--- src/rtl/uart8_rx_oversampled.sv ---
// Purpose : 8N1 UART receiver that oversamples the line and takes a 3-sample majority vote at
//           mid-bit. Each byte is handed over through a one-entry valid/ready holding register.
// Latency : outValid rises about 9.56 bit periods after the start edge.
//           That is mid-stop, plus 2 clk of synchroniser, plus 1 clk of commit.
// Backpr. : a byte that completes while the holding register is full and not being read is
//           dropped, and overrun pulses.
// Ports   : clk, rstN (async active-low), en (receiver enable), rx (async serial line, idle high)
//           out/outValid/outReady (byte handshake), busy (frame in progress)
//           err (framing/parity error pulse), overrun (dropped-byte pulse)
// Option  : define UART8_RX_PARITY_EN to insert an even-parity bit between data and stop (8E1).
module uart8_rx_oversampled #(
  parameter int CLOCK_RATE = 12000000,
  parameter int BAUD_RATE  = 9600,
  parameter int OVERSAMPLE = 16
) (
  input  logic       clk,
  input  logic       rstN,
  input  logic       en,
  input  logic       rx,
  output logic [7:0] out,
  output logic       outValid,
  input  logic       outReady,
  output logic       busy,
  output logic       err,
  output logic       overrun
);

  localparam int DIV = CLOCK_RATE / (BAUD_RATE * OVERSAMPLE);
  localparam int DW  = $clog2(DIV + 1);
  localparam int SW  = $clog2(OVERSAMPLE);

  localparam logic [DW-1:0] DIV_LAST = DW'(DIV - 1);
  localparam logic [SW-1:0] S_V0     = SW'(OVERSAMPLE / 2 - 1);
  localparam logic [SW-1:0] S_V1     = SW'(OVERSAMPLE / 2);
  localparam logic [SW-1:0] S_V2     = SW'(OVERSAMPLE / 2 + 1);
  localparam logic [SW-1:0] S_LAST   = SW'(OVERSAMPLE - 1);

  localparam logic [2:0] IDLE   = 3'd0;
  localparam logic [2:0] START  = 3'd1;
  localparam logic [2:0] DATA   = 3'd2;
  localparam logic [2:0] STOP   = 3'd3;
  localparam logic [2:0] BREAK  = 3'd4;
`ifdef UART8_RX_PARITY_EN
  localparam logic [2:0] PARITY = 3'd5;
`endif

  logic [1:0]    sync_q;
  logic [DW-1:0] div_q,    div_d;
  logic [SW-1:0] s_q,      s_d;
  logic [2:0]    state_q,  state_d;
  logic [2:0]    bit_q,    bit_d;
  logic [7:0]    shift_q,  shift_d;
  logic [1:0]    samp_q,   samp_d;
  logic          commit_q, commit_d;
  logic          err_q,    err_d;
  logic          ovr_q,    ovr_d;
  logic [7:0]    out_q,    out_d;
  logic          vld_q,    vld_d;
`ifdef UART8_RX_PARITY_EN
  logic          bad_q,    bad_d;   // parity already failed this frame: suppress commit and second err
`endif

  logic rxs, tick, vote, accept;

  assign rxs    = sync_q[1];
  assign tick   = en && (div_q == DIV_LAST);
  // The third vote sample is the live synchronised line at the deciding tick.
  assign vote   = (samp_q[0] & samp_q[1]) | (samp_q[0] & rxs) | (samp_q[1] & rxs);
  assign accept = vld_q && outReady;

  always_comb begin
    div_d    = (!en || tick) ? '0 : div_q + 1'b1;
    s_d      = s_q;
    state_d  = state_q;
    bit_d    = bit_q;
    shift_d  = shift_q;
    samp_d   = samp_q;
    commit_d = 1'b0;
    err_d    = 1'b0;
`ifdef UART8_RX_PARITY_EN
    bad_d    = bad_q;
`endif

    if (!en) begin
      state_d = IDLE;
      s_d     = '0;
      bit_d   = '0;
    end else if (tick) begin
      if (s_q == S_V0) samp_d[0] = rxs;
      if (s_q == S_V1) samp_d[1] = rxs;
      s_d = (s_q == S_LAST) ? '0 : s_q + 1'b1;

      case (state_q)
        IDLE: begin
          s_d = '0;
          if (!rxs) begin
            // This tick counts as sample 0 of the start bit.
            state_d = START;
            s_d     = SW'(1);
            bit_d   = '0;
`ifdef UART8_RX_PARITY_EN
            bad_d   = 1'b0;
`endif
          end
        end
        START: begin
          if (s_q == S_V2 && vote) begin
            state_d = IDLE;     // glitch, not a start bit
            s_d     = '0;
          end else if (s_q == S_LAST) begin
            state_d = DATA;
          end
        end
        DATA: begin
          if (s_q == S_V2) shift_d = {vote, shift_q[7:1]};
          if (s_q == S_LAST) begin
            if (bit_q == 3'd7) begin
`ifdef UART8_RX_PARITY_EN
              state_d = PARITY;
`else
              state_d = STOP;
`endif
            end else begin
              bit_d = bit_q + 1'b1;
            end
          end
        end
`ifdef UART8_RX_PARITY_EN
        PARITY: begin
          if (s_q == S_V2 && ((^shift_q) ^ vote)) begin
            err_d = 1'b1;
            bad_d = 1'b1;
          end
          if (s_q == S_LAST) state_d = STOP;
        end
`endif
        STOP: begin
          // Decide at mid-stop so the next start edge can be caught early.
          if (s_q == S_V2) begin
            s_d = '0;
            if (vote) begin
              state_d  = IDLE;
`ifdef UART8_RX_PARITY_EN
              commit_d = !bad_q;
`else
              commit_d = 1'b1;
`endif
            end else begin
              state_d = BREAK;
`ifdef UART8_RX_PARITY_EN
              err_d   = !bad_q;
`else
              err_d   = 1'b1;
`endif
            end
          end
        end
        BREAK: begin
          // Hold off until the line goes high so a stuck-low line yields one error only.
          s_d = '0;
          if (rxs) state_d = IDLE;
        end
        default: begin
          state_d = IDLE;
          s_d     = '0;
        end
      endcase
    end
  end

  always_comb begin
    out_d = out_q;
    vld_d = vld_q && !accept;
    ovr_d = 1'b0;
    if (commit_q) begin
      if (!vld_q || accept) begin
        out_d = shift_q;
        vld_d = 1'b1;
      end else begin
        ovr_d = 1'b1;
      end
    end
  end

  always_ff @(posedge clk or negedge rstN) begin
    if (!rstN) begin
      sync_q   <= 2'b11;
      div_q    <= '0;
      s_q      <= '0;
      state_q  <= IDLE;
      bit_q    <= '0;
      shift_q  <= '0;
      samp_q   <= '0;
      commit_q <= 1'b0;
      err_q    <= 1'b0;
      ovr_q    <= 1'b0;
      out_q    <= '0;
      vld_q    <= 1'b0;
`ifdef UART8_RX_PARITY_EN
      bad_q    <= 1'b0;
`endif
    end else begin
      sync_q   <= {sync_q[0], rx};
      div_q    <= div_d;
      s_q      <= s_d;
      state_q  <= state_d;
      bit_q    <= bit_d;
      shift_q  <= shift_d;
      samp_q   <= samp_d;
      commit_q <= commit_d;
      err_q    <= err_d;
      ovr_q    <= ovr_d;
      out_q    <= out_d;
      vld_q    <= vld_d;
`ifdef UART8_RX_PARITY_EN
      bad_q    <= bad_d;
`endif
    end
  end

  assign out      = out_q;
  assign outValid = vld_q;
  assign busy     = (state_q != IDLE);
  assign err      = err_q;
  assign overrun  = ovr_q;

endmodule

--- config.mk ---
export PLATFORM = sky130hd
export DESIGN_NAME = uart8_rx_oversampled
export DESIGN_NICKNAME = d
export VERILOG_FILES = /design/src/rtl/uart8_rx_oversampled.sv
export SDC_FILE = /design/constraint.sdc
export NUM_CORES = 1
export LEC_CHECK = 0
export CAP_MARGIN = 20
export CORE_MARGIN = 5
export CORE_UTILIZATION = 40
export CTS_CLUSTER_DIAMETER = 50
export DETAILED_ROUTE_END_ITERATION = 10
export HOLD_SLACK_MARGIN = 0.1
export PLACE_DENSITY = 0.63
export SYNTH_ARGS = -nofsm -noshare
export SYNTH_HDL_FRONTEND = slang
export SYNTH_SLANG_ARGS = --single-unit
--- constraint.sdc ---
create_clock -name clk -period 3.6 [get_ports clk]
set_input_delay 0.54 -clock clk [delete_from_list [all_inputs] [get_ports clk]]
set_output_delay 0.54 -clock clk [all_outputs]
set_load 0.02 [all_outputs]
## Word-level counts from Yosys, hierarchy flattened

Index checks and enable logic that the tools add are counted.
Widths: inputs -> output; s select.

| storage, ports and cells | value |
|---|---|
| flip-flop bits (word level) | 41 |
| bits of input ports | 5 |
| logic and storage cells | 96 |

| cells by class | value |
|---|---|
| eq/ne operators | 19 |
| muxes and demuxes | 39 |
| bitwise gates (word level) | 5 |
| add/subtract/negate cells | 3 |
| reductions and logical operators | 17 |

Operators with widths:

| cell | number |
|---|---|
| $mux 3 | 15 |
| $mux 4 | 5 |
| $ne 3x3->1 const B | 6 |
| $pmux 4 s4 | 1 |
| $mux 1 | 15 |
| $pmux 3 s5 | 1 |
| $eq 4x4->1 const B | 3 |
| $add 7x1->7 const B | 1 |
| $eq 7x7->1 const B | 1 |
| $mux 7 | 1 |
| $reduce_and 7->1 | 1 |
| $eq 3x2->1 const B | 2 |
| $eq 3x3->1 const B | 2 |
| $pmux 3 s2 | 1 |
| $reduce_and 3->1 | 2 |
| $reduce_and 5->1 | 1 |
| $add 4x1->4 const B | 1 |
| $eq 4x3->1 const B | 1 |
| $logic_and 1x1->1 | 4 |
| $ne 4x4->1 const B | 1 |
| $reduce_and 4->1 | 1 |
| $add 3x1->3 const B | 1 |
| $and 1x1->1 | 3 |
| $eq 3x1->1 const B | 1 |
| 8 further kinds | 12 |

## Longest topological paths before layout

Gate-level depths: netlist of the first run.

| depth | value |
|---|---|
| depth after elaboration | 8 |
| depth in mapped cells | 6 |
| gate-level depth less buffers | 6 |

## Worst setup path before layout of the first run

OpenSTA, ideal clock, no wires.

| timing | value |
|---|---|
| path type | register -> register |
| start point | register s_q[0] |
| end point | register state_q[0] |
| stages on the path, launching flop included | 6 |
| buffers on the path | 0 |
| library setup time | 0.087 ns |
| arrival | 1.713 ns |
| path slack | 1.800 ns |
| path through | dfrtp_1 -> ha_1 -> and3_1 -> or4_1 -> a211o_2 -> o211ai_1 |

| between the ends | value |
|---|---|
| cells in the longest elaborated chain, start to end | 6 |
| elaborated cells on any way between the ends | 11 |

Ends and longest elaborated chain:

| item | RTL line | source |
|---|---|---|
| start: declaration | 49 | `logic [SW-1:0] s_q, s_d;` |
| start signal: assignment | 189 | `s_q <= '0;` |
| start signal: assignment | 205 | `s_q <= s_d;` |
| $eq 4x4->1 | 107, 139 |  |
| $logic_and 1x1->1 | 107 | `if (s_q == S_V2 && vote) begin` |
| $mux 3 | 107 |  |
| $pmux 3 s5 | 93 | `case (state_q)` |
| $mux 3 | 88 | `end else if (tick) begin` |
| $mux 3 | 84 | `if (!en) begin` |
| end signal: assignment | 206 | `state_q <= state_d;` |
| end: declaration | 50 | `logic [2:0] state_q, state_d;` |

Parallel ways exist; a longest one is shown, timed or not. The select of a mux whose other input is x is not followed.
A chain may end at the register's enable or synchronous reset.

## Worst setup path in the final report of the first run

| timing | value |
|---|---|
| start point | register state_q[0] |
| end point | output busy |

| between the ends | value |
|---|---|
| cells in the longest elaborated chain, start to end | 1 |

Ends and longest elaborated chain:

| item | RTL line | source |
|---|---|---|
| $reduce_bool 3->1 | 223 | `assign busy = (state_q != IDLE);` |
| end: declaration | 23 | `output logic busy,` |

Every way passes these cells.

==> impl_metrics.tcl, run 1 <==
set metrics [dict create \
    dieHeight_um 80.6 \
    setup_viol 0 \
    power_density_nw_per_um2 339 \
    critPathMaxStageDelay_ns 0.55 \
    critPathTopFamily "buffers and inverters" \
    drv_slew 0 \
    clock.fmax_mhz 436 \
    postCtsHoldBufs 0 \
    n_antenna_cell 0 \
    drt_wl_total_mm 3.63 \
    syn_to_final_growth_pct 14.4 \
    placed_area_um2 2200 \
    antenna_found_initial 0 \
    clock_sinks 41 \
    place_congestion 0.845 \
    layout.nets 202 \
    clkPwrFrac 0.363 \
    cp_max_fo 12 \
    p_seq_frac 0.607 \
    rsz0062_at_grt "false" \
    ir_worst_vdd_mv 0.216 \
    cpMaxStageDelayCell "clkdlybuf4s50_1" \
    cp.arrival_ns 1.75 \
    ant_nets 0 \
    fin_skew_ns 0.00418 \
    required_ns 3.06 \
    syn_area_um2 1990 \
    port_buffers 16 \
    cts.htree.levels 2 \
    synthArstFlopShare 1.00 \
    synthCells 173 \
    die_w_um 80.6 \
    drt_iter0_drc 29 \
    clk_pin_slew_ns 0.07 \
    io_pins 17 \
    numCtsBuffers 5 \
    layout-drive-gt1-share 0.199 \
    final_cell_mix "dfrtp_1, mux2_2, clkdlybuf4s50_1, nand2_1, nor2_1" \
    ys.flop_type "dfrtp_1" \
    first_pass_iters 4 \
    start_util 0.416 \
    grt_pass1_wl_mm 6.19 \
    ys_warn_count 0 \
    gr-total-overflow 0 \
    synth_edf_count 0 \
    critPathKind "flop to output port" \
    status "complete, no violations" \
    synth.top_cell.area_share 0.490 \
    finish.instance_area_um2 2280 \
    cts_setup_buffers 0 \
    num_rows 25 \
    clk_path_buf_depth 2 \
    grt_max_degree 42 \
    finalSetupTns_ns 0 \
    p_int_mw 0.606 \
    synth-seq-cells 41 \
    p_leak_nw 1.02 \
    synth_largest_area_cell "dfrtp_1" \
    cts-resized-gates 0 \
    comb_power_share 0.030 \
    cts_root_buffer "clkbuf_8" \
    cap_violations 0 \
    fin_crit_ns 2.29 \
    syn-num-nets 185 \
    worstMarginPinSlew_ns 0.885 \
    slew_headroom 0.410 \
    yosysSeqAreaShare 0.516 \
    synth_area_leaders "dfrtp_1, mux2_2, ha_1, dfstp_2, nand2_1" \
    syn_avg_cell_area_um2 11.5 \
    grtUsageTotal 0.124 \
    dpl.hpwl_mm 2.63 \
    swShare 0.216 \
    fin_crit_sh 0.637 \
    hold_class "flop to flop" \
    whs_ns 0.357 \
    crit_path_end_kind "output port" \
    path_cells "or3_1, clkdlybuf4s50_1" \
    clkLatencyLatePin_ns 0.29 \
    synth.distinct_cells 48 \
    post-route-drc-count 0 \
    dieArea_um2 6490 \
    first_global_vias 1354 \
    drt-vias-per-instance 5.26 \
    cts_tree "built" \
    core-area_um2 4790 \
    worst_setup_path_start_kind "flop" \
    mostFrequentLayoutCell "dfrtp_1" \
    vias 1357 \
    crit_buf_inv 1 \
    p_sw_mw 0.167 \
    hold_violations 0 \
    wl_per_cell_um 14.1 \
]
[layer usage]
layer,wire [um],vias to the layer above,track usage
met3,155,7,0.0359
met4,62,0,0.0456
met5,0,-,0
li1,-,653,-
met1,1550,675,0.148
met2,1860,22,0.212
[power groups by stage]
stage / clock, mW / sequential, mW / combinational [mW]
3_3_place_gp: 0 / 0.478 / 0.0227
5_1_grt: 0.320 / 0.470 / 0.0273
2_1_floorplan: 0 / 0.477 / 0.00890
4_1_cts: 0.296 / 0.469 / 0.0239
3_5_place_dp: 0 / 0.478 / 0.0239
6_report: 0.281 / 0.470 / 0.0229
[worst register-to-register path: stages (launching register included)]
cell      delay [ns]
dfrtp_1         0.47
ha_1            0.30
and3_1          0.23
or4_1           0.51
a211o_2         0.32
o211ai_1        0.10
[worst paths after layout]
check                                start    endpoint  slack (ns)  cells after the start
worst max-delay path            state_q[0]        busy        1.31                      2
worst min-delay path             sync_q[0]   sync_q[1]        0.36                      0
worst max register to register      s_q[0]  state_q[0]        1.58                      5
worst min register to register   sync_q[0]   sync_q[1]        0.36                      0
max in group asynchronous             rstN    bit_q[2]        2.67                      1
min in group asynchronous             rstN  shift_q[0]        0.37                      1
[registers in the layout, summed over array words and instances (netlist names)]
signal,cells
outValid,1
s_q,4
out,8
bit_q,3
samp_q,2
err,1
div_q,7
commit_q,1
state_q,3
shift_q,8
sync_q,2
overrun,1
[cell usage after synthesis, drive strengths merged (2+ instances only)]
cell type / number
a21oi: 7
a31oi: 2
and2: 2
and3: 2
buf: 3
clkbuf: 3
dfrtp: 39
dfstp: 2
ha: 7
inv: 10
mux2: 18
mux2i: 3
nand2: 12
nand2b: 5
nand3: 3
nand3b: 2
nand4: 2
nand4b: 2
nor2: 12
nor4: 2
o211ai: 3
o21ai: 2
o22ai: 2
or3: 3
or3b: 2
or4: 2
xnor2: 2
xor2: 4
[per-stage QoR]
stage | worst slack (ns) | std cells | power, mW | utilization
floorplan | 1.80 | 173 | 0.486 | -
global placement | 1.23 | 250 | 0.501 | 0.459
detailed placement | 1.15 | 250 | 0.502 | 0.459
CTS | 1.29 | 258 | 0.789 | 0.476
global route | 1.20 | 258 | 0.817 | 0.476
finish | 1.31 | 258 | 0.773 | 0.476
[logic make-up (layout without fill, tap and decap cells)]
kind of cell	Yosys count	after routing	share of synthesized area
multiplexers	21	21	0.117
flip-flops	41	41	0.516
AND/OR/NAND/NOR	56	56	0.166
XOR/XNOR	6	6	0.0264
adder cells (fa/ha/maj)	8	8	0.0496
buffers and inverters	16	34	0.0358
AO/OA/AOI/OAI	25	25	0.0892
[cell type report]
| cell class | count | area (um2) |
|---|---|---|
| multi-input cells | 116 | 892 |
| clock inverters | 2 | 10.0 |
| clock buffers | 6 | 72.6 |
| flip-flops and latches | 41 | 1030 |
| inverters | 10 | 37.5 |
| fillers | 476 | 2510 |
| repair buffers | 16 | 155 |
| well taps | 67 | 83.8 |
Power figures use the tool's default switching activity.
==> inputs of run 2 (changes only) <==
==> constraint.sdc (replaced) <==
create_clock -name clk -period 2.15 [get_ports clk]
set_input_delay 0.3225 -clock clk [delete_from_list [all_inputs] [get_ports clk]]
set_output_delay 0.3225 -clock clk [all_outputs]
set_load 0.02 [all_outputs]
==> run 2 against run 1 <==
  * Hold slack got worse by 0.20 ns
  * Power increased by 85%
  * Sequential power increased by 67%
  * Global-route usage increased by 0.88 points
  * Non-clock buffer count increased by 1
  * Die area unchanged
  * Largest cell class unchanged
  * Critical endpoint unchanged
==> impl_metrics.tcl, run 2 (synthesis gave the netlist of run 1 again) <==
set metrics [dict create \
    finalSetupTns_ns 0 \
    clock.fmax_mhz 491 \
    cts_root_buffer "clkbuf_8" \
    r2r-start "s_q[0]" \
    drt_iter0_drc 32 \
    clk_pin_slew_ns 0.08 \
    drt_wl_total_mm 3.70 \
    fill_cells 435 \
    grtUsageTotal 0.133 \
    hold_violations 0 \
    status "complete, no violations" \
    gr-total-overflow 0 \
    cts_tree "built" \
    critPathMaxStageDelay_ns 0.54 \
    fin_skew_ns 0.00722 \
    dieArea_um2 6490 \
    path_cells "or3_1, clkdlybuf4s50_1" \
    n_antenna_cell 0 \
    ir_worst_vdd_mv 0.326 \
    crit_path_end_kind "output port" \
    clk_path_buf_depth 2 \
    critPathTopFamily "buffers and inverters" \
    swShare 0.203 \
    core-area_um2 4790 \
    wl_per_cell_um 14.3 \
    layout-drive-gt1-share 0.214 \
    drv_slew 0 \
    ff2ff_path_depth 5 \
    crit_buf_inv 1 \
    place_congestion 0.829 \
    dpl.hpwl_mm 2.69 \
    cp_max_fo 13 \
    p_seq_frac 0.551 \
    first_pass_iters 4 \
    fin_crit_ns 2.04 \
    antenna_found_initial 0 \
    slew_headroom 0.409 \
    io_pins 17 \
    cts.htree.levels 2 \
    power_density_nw_per_um2 616 \
    p_sw_mw 0.290 \
    postCtsHoldBufs 0 \
    p_leak_nw 1.03 \
    hold_class "primary input to asynchronous set/reset pin" \
    dieHeight_um 80.6 \
    setup_viol 0 \
    numCtsBuffers 5 \
    first_global_vias 1408 \
    p_int_mw 1.14 \
    post-route-drc-count 0 \
    clkPwrFrac 0.420 \
    cpMaxStageDelayCell "clkdlybuf4s50_1" \
    clkLatencyLatePin_ns 0.29 \
    mostFrequentLayoutCell "dfrtp_1" \
    required_ns 1.83 \
    grt_pass1_wl_mm 6.63 \
    port_buffers 16 \
    ant_nets 0 \
    critPathKind "flop to output port" \
    whs_ns 0.156 \
    drt-vias-per-instance 5.21 \
    worstMarginPinSlew_ns 0.886 \
    rsz0062_at_grt "false" \
    cap_violations 0 \
    vias 1349 \
    rrSetupSlack_ns 0.20 \
    num_rows 25 \
    comb_power_share 0.029 \
    final_cell_mix "dfrtp_1, mux2_2, clkdlybuf4s50_1, nand2_1, nor2_1" \
    grt_max_degree 42 \
    layout.nets 203 \
    r2r-end "state_q[0]" \
    worst_setup_path_start_kind "flop" \
    cp.arrival_ns 1.71 \
    die_w_um 80.6 \
    fin_crit_sh 0.947 \
    start_util 0.416 \
    syn_to_final_growth_pct 16.2 \
    clock_sinks 41 \
]
run 2: changes by cell type in the layout (fill, tap and decap cells not counted):
cell	delta
clkinv_2	-1
dfrtp_1	-2
dfrtp_2	+2
bufinv_16	+1
buf_4	+1
run 2: through the flow:
stage,utilization,instance area [um2],total power [mW],cells,worst slack (ns)
3_5_place_dp,0.461,2200,0.843,251,0.198
2_1_floorplan,-,1990,0.814,173,0.350
3_3_place_gp,0.461,2200,0.841,251,0.182
5_1_grt,0.484,2310,1.49,259,0.00748
6_report,0.484,2310,1.43,259,0.114
4_1_cts,0.483,2310,1.45,259,0.0471
run 2: repair_timing:
item | 4_1_cts | 5_1_grt
setup endpoints to repair | 0 | 1
setup buffers | 0 | 0
gates resized for setup | 0 | 2
run 2: worst max-delay path by stage:
| stage | depth (start not counted) | start | endpoint |
|---|---|---|---|
| 6_report | 2 | state_q[1] | busy |
| 3_3_place_gp | 5 | en | state_q[0] |
| 4_1_cts | 2 | state_q[0] | busy |
| 2_1_floorplan | 5 | s_q[0] | state_q[0] |
| 3_5_place_dp | 5 | en | state_q[0] |
| 5_1_grt | 2 | state_q[1] | busy |
run 2: power groups by stage:
stage	Clock [mW]	Sequential (mW)	Combinational (mW)
floorplan	0	0.799	0.0149
global placement	0	0.801	0.0404
detailed placement	0	0.801	0.0423
CTS	0.619	0.786	0.0432
global route	0.656	0.787	0.0482
finish	0.599	0.786	0.0413
run 2: worst reg2reg max path, delay by kind of cell, from the launching register on:
family                     cells  cell delay, ns
AOI/OAI and AO/OA              2            0.42
adders and majority gates      1            0.28
DFF                            1            0.45
and+or+nand+nor                2            0.72
run 2: final cells by class:
class                      count  area [um2]  area share
clock buffer                   6        72.6      0.0314
inverter                      10        37.5      0.0162
tap                           67        83.8      0.0362
sequential                    41        1030       0.445
clock inverter                 2        35.0      0.0151
timing repair buffer          17         163      0.0703
multi-input combinational    116         892       0.385
run 2: per-layer routing:
metal	wire length, um	up-vias	share of wire	global-route usage
met4	57	0	0.015	0.0608
met2	1760	30	0.48	0.209
met5	0	-	0	0
li1	-	653	-	-
met3	189	6	0.051	0.0437
met1	1700	660	0.46	0.165
